<file path="src/rtl/serial_feeder.sv">
// Parallel-to-serial front end for the 1011 detector: takes words over valid/ready
// and streams them LSB-first with no gap between back-to-back words.
module serial_feeder #(
  parameter int WIDTH  = 23,
  parameter int LEN_W  = 5,
  parameter int WCNT_W = 8
) (
  input  logic              clk,
  input  logic              reset,
  input  logic [WIDTH-1:0]  LOAD_DATA,
  input  logic [LEN_W-1:0]  LOAD_LEN,
  input  logic              LOAD_VALID,
  output logic              LOAD_READY,
  output logic              DOUT,
  output logic              DOUT_VALID,
  output logic              BUSY,
  output logic              DONE,
  output logic [WCNT_W-1:0] WORDS_SENT
);

  typedef enum logic {IDLE, SHIFT} state_t;

  localparam logic [LEN_W-1:0] MAX_LEN = LEN_W'(WIDTH);

  state_t           state;
  logic [WIDTH-1:0] shreg;
  logic [LEN_W-1:0] remaining;
  logic             pend_empty;
  logic             last_bit;
  logic             accept;
  logic [LEN_W-1:0] eff_len;
  logic             len_zero;
  logic             next_done;

  // pend_empty holds the completion of a zero-length word that arrived while a
  // previous word's DONE was already claiming the next cycle.
  always_comb begin
    last_bit   = (state == SHIFT) && (remaining == LEN_W'(1));
    LOAD_READY = (state == IDLE) || last_bit;
    accept     = LOAD_VALID && LOAD_READY;
    eff_len    = (LOAD_LEN > MAX_LEN) ? MAX_LEN : LOAD_LEN;
    len_zero   = (eff_len == '0);
    next_done  = last_bit || ((state == IDLE) && (pend_empty || (accept && len_zero)));
  end

  always_ff @(posedge clk) begin
    if (reset) begin
      state      <= IDLE;
      shreg      <= '0;
      remaining  <= '0;
      pend_empty <= 1'b0;
      DOUT       <= 1'b0;
      DOUT_VALID <= 1'b0;
      BUSY       <= 1'b0;
      DONE       <= 1'b0;
      WORDS_SENT <= '0;
    end else begin
      DONE       <= next_done;
      if (next_done)
        WORDS_SENT <= WORDS_SENT + 1'b1;
      pend_empty <= accept && len_zero && (last_bit || pend_empty);

      if (accept && !len_zero) begin
        state      <= SHIFT;
        shreg      <= LOAD_DATA >> 1;
        remaining  <= eff_len;
        DOUT       <= LOAD_DATA[0];
        DOUT_VALID <= 1'b1;
        BUSY       <= 1'b1;
      end else if (last_bit) begin
        state      <= IDLE;
        shreg      <= '0;
        remaining  <= '0;
        DOUT       <= 1'b0;
        DOUT_VALID <= 1'b0;
        BUSY       <= 1'b0;
      end else if (state == SHIFT) begin
        shreg      <= shreg >> 1;
        remaining  <= remaining - 1'b1;
        DOUT       <= shreg[0];
      end
    end
  end

endmodule
</file>
<file path="config.mk">
export PLATFORM = sky130hd
export DESIGN_NAME = serial_feeder
export DESIGN_NICKNAME = d
export VERILOG_FILES = /design/src/rtl/serial_feeder.sv
export SDC_FILE = /design/constraint.sdc
export NUM_CORES = 1
export LEC_CHECK = 0
export BUFFER_PORTS_ARGS = -buffer_cell sky130_fd_sc_hd__buf_2
export CAP_MARGIN = 25
export CORE_MARGIN = 2
export CORE_UTILIZATION = 50
export CTS_CLUSTER_DIAMETER = 50
export DETAILED_ROUTE_END_ITERATION = 7
export HOLD_SLACK_MARGIN = 0.12
export PLACE_DENSITY = 0.82
export SLEW_MARGIN = 20
export SYNTH_ARGS = -nofsm -noshare
export SYNTH_HDL_FRONTEND = slang
export SYNTH_SLANG_ARGS = --single-unit
</file>
<file path="constraint.sdc">
create_clock -name clk -period 6.01 [get_ports clk]
set_input_delay 1.202 -clock clk [delete_from_list [all_inputs] [get_ports clk]]
set_output_delay 1.202 -clock clk [all_outputs]
set_load 0.01 [all_outputs]
</file>
==> flow_metrics.py <==
metrics = {
    "setup_path": {
        "start_kind": "register",
        "arrival_ns": 2.21,
        "critPathMaxFanout": 30,
        "critPathKind": "register to output port",
        "crit_family": "buffers and inverters",
        "cp.required_ns": 4.81,
        "cp_slowest_cell": "dfxtp_1",
        "r2r_start": "state",
        "ff2ff_path_depth": 4,
        "critPathBufInv": 4,
        "crit_path_max_incr_delay_ns": 0.57,
        "end_kind": "output port",
        "r2r-end": "remaining[0]",
        "crit_chain": "inv_1 -> nor2_1 -> buf_4 -> inv_2 -> buf_2",
        "r2r_setup_slack_ns": 3.75,
    },
    "floorplanning": {
        "io_pins": 44,
        "die_h_microns": 65.3,
        "die-area_sq_um": 4260,
        "rows": 22,
        "coreArea_sq_um": 3630,
        "chipWidth_microns": 65.3,
        "start_util": 0.517,
    },
    "global_routing": {
        "grt_max_degree": 46,
        "overflow": 0,
        "first_global_vias": 1410,
        "grt_pass1_wl_microns": 6470,
        "gr-usage-all-layers": 0.194,
        "antenna_found_initial": 0,
    },
    "pwr": {
        "power.total_mw": 0.548,
        "p_int_mw": 0.391,
        "p_leak_nw": 0.846,
        "irDropWorstVdd_mv": 0.141,
        "power_frac_comb": 0.157,
        "netSwitchingFraction": 0.287,
        "power.density_nw_per_um2": 251,
        "power_frac_clock": 0.318,
        "p_sw_mw": 0.157,
        "pwr-share-seq": 0.525,
    },
    "synth": {
        "synth_nets": 248,
        "ys.flop_type": "dfxtp_1",
        "yosysTopAreaCell": "dfxtp_1",
        "synth-edff-count": 0,
        "ys_seq_area_frac": 0.416,
        "synth.area.top_cells": "dfxtp_1 (42%), a32oi_1 (10%), a21oi_1 (7.7%), nand2_1 (5.0%), mux2_1 (3.6%)",
        "async_flop_share": 0,
        "synth_most_common_cell": "dfxtp_1",
        "synth_area_sq_um": 1880,
        "synth.ff_latch_count": 39,
        "synth_warnings": 0,
        "ys_types": 43,
        "synth_top_area_frac": 0.416,
        "synthTopCellsByCount": "dfxtp_1 (39), a21oi_1 (29), nand2_1 (25)",
        "postSynthAreaPerCell_sq_um": 8.77,
        "syn_inst": 214,
    },
    "finish": {
        "multi_input_area_sq_um": 1010,
        "num_antenna_cells": 0,
        "fillers": 340,
        "area_growth_syn_to_layout_pct": 16.5,
        "nNetsFinal": 282,
        "drive_gt1_frac": 0.273,
        "regArea_sq_um": 781,
    },
    "sta": {
        "hold_viol_final": 0,
        "fmax_mhz": 293,
        "finalSetupViolCount": 0,
        "worst_slack_ns": 2.60,
        "min_period_ns": 3.41,
        "finClkSkew_ns": 0.00585,
        "slew_headroom": 0.407,
        "rsz0062_at_grt": "false",
        "tns_ns": 0,
        "fin_crit_sh": 0.567,
        "slew_viol_final": 0,
        "tightest_slew_ns": 0.888,
    },
    "cts": {
        "clockRootBuffer": "clkbuf_8",
        "htree_levels": 2,
        "cts_tree": "yes",
        "cts_sinks": 39,
        "cts_hold_buffers": 0,
        "clock_path_buffers": 2,
        "numCtsBuffers": 5,
        "path_clk_slew_ns": 0.08,
        "insertion_delay_ns": 0.29,
        "cts_resized": 0,
        "post_cts_buffers": 0,
    },
    "detailed_routing": {
        "vias": 1694,
        "vias_per_cell": 5.70,
        "first_pass_iters": 4,
        "wirelength_microns": 3960,
        "wl_met3_microns": 152,
        "drtIter0Drc": 96,
        "wl_met1_microns": 1790,
        "ant_nets": 0,
        "remaining_drc_errors": 0,
        "met2_length_microns": 2000,
        "highest_layer": "met4",
        "post_drt_wl_per_cell_microns": 13.3,
    },
    "placed_design": {
        "port_buffers": 43,
        "gp_congestion": 0.789,
        "dp_hpwl_microns": 2590,
        "dp_slack_ns": 2.91,
    },
    "min_path": {
        "hp-class": "register to register",
        "min_to": "shreg[21]",
        "hp-start": "shreg[21]",
        "min_path_cells": 2,
    },
    "outcome": {
        "status": "complete, no violations",
    },
    "flow_run": {
        "cap_violations": 0,
    },
}
## cell type report
class	count	area share
Multi-Input combinational cell	152	0.463
Sequential cell	39	0.357
Timing Repair Buffer	44	0.102
Clock buffer	5	0.0315
Tap cell	48	0.0275
Inverter	6	0.0103
Clock inverter	3	0.00916
## sequential cells by signal (all words and copies together), names as in the netlist
register / cells
DOUT: 1
remaining: 5
DONE: 1
pend_empty: 1
state: 1
shreg: 22
WORDS_SENT: 8
## stage by stage
step / util / cell area, sq um / cells / hold slack (ns)
floorplan: - / 1880 / 214 / 0.448
global placement: 0.575 / 2090 / 289 / 0.456
detailed placement: 0.575 / 2090 / 289 / 0.461
CTS: 0.600 / 2180 / 297 / 0.471
global route: 0.602 / 2190 / 297 / 0.487
finish: 0.602 / 2190 / 297 / 0.469
## power groups by stage
| stage | logic, mW | registers, mW | clock network [mW] |
|---|---|---|---|
| after floorplan | 0.0638 | 0.289 | 0 |
| after global placement | 0.0832 | 0.292 | 0 |
| after detailed placement | 0.0849 | 0.293 | 0 |
| after CTS | 0.0858 | 0.287 | 0.178 |
| after global routing | 0.0960 | 0.289 | 0.189 |
| final | 0.0860 | 0.287 | 0.174 |
## placed cells by master (no fill, tap or decap), types with 4 or more instances in the layout
cell      instances
buf_2            43
dfxtp_1          39
a21oi_1          29
nand2_1          25
a32oi_1          22
nand3_1          10
nor2_1            8
nor2b_1           6
mux2_1            6
inv_1             5
a21oi_2           5
clkbuf_8          5
nor3_1            4
## per-layer routing
layer  vias up  global-route usage
met1       793               0.249
li1        870                   -
met3         2              0.0531
met4         0              0.0625
met2        29               0.316
met5         -                   0
## cell families after synthesis
group	Yosys count	share of synthesized area
multiplexers	10	0.0607
adder cells (fa/ha/maj)	3	0.0200
XOR/XNOR	1	0.00467
buffers and inverters	23	0.0513
flip-flops	39	0.416
AO/OA/AOI/OAI	72	0.269
AND/OR/NAND/NOR	66	0.179
## worst register-to-register path, cell delays in order, from the launching register on
cell and delay (ns):
dfxtp_1 0.44, inv_1 0.71, o221a_2 0.62, o21ai_0 0.21, a31oi_1 0.19
## how the worst max path moves through the flow
stage	from	end	depth (start not counted)
after floorplan	LOAD_LEN[3]	WORDS_SENT[7]	4
after global placement	LOAD_LEN[4]	remaining[4]	5
after detailed placement	LOAD_LEN[4]	remaining[4]	5
after CTS	state	LOAD_READY	5
after global routing	state	LOAD_READY	5
final	state	LOAD_READY	5
Note: power is estimated with default switching activity, not from simulation.
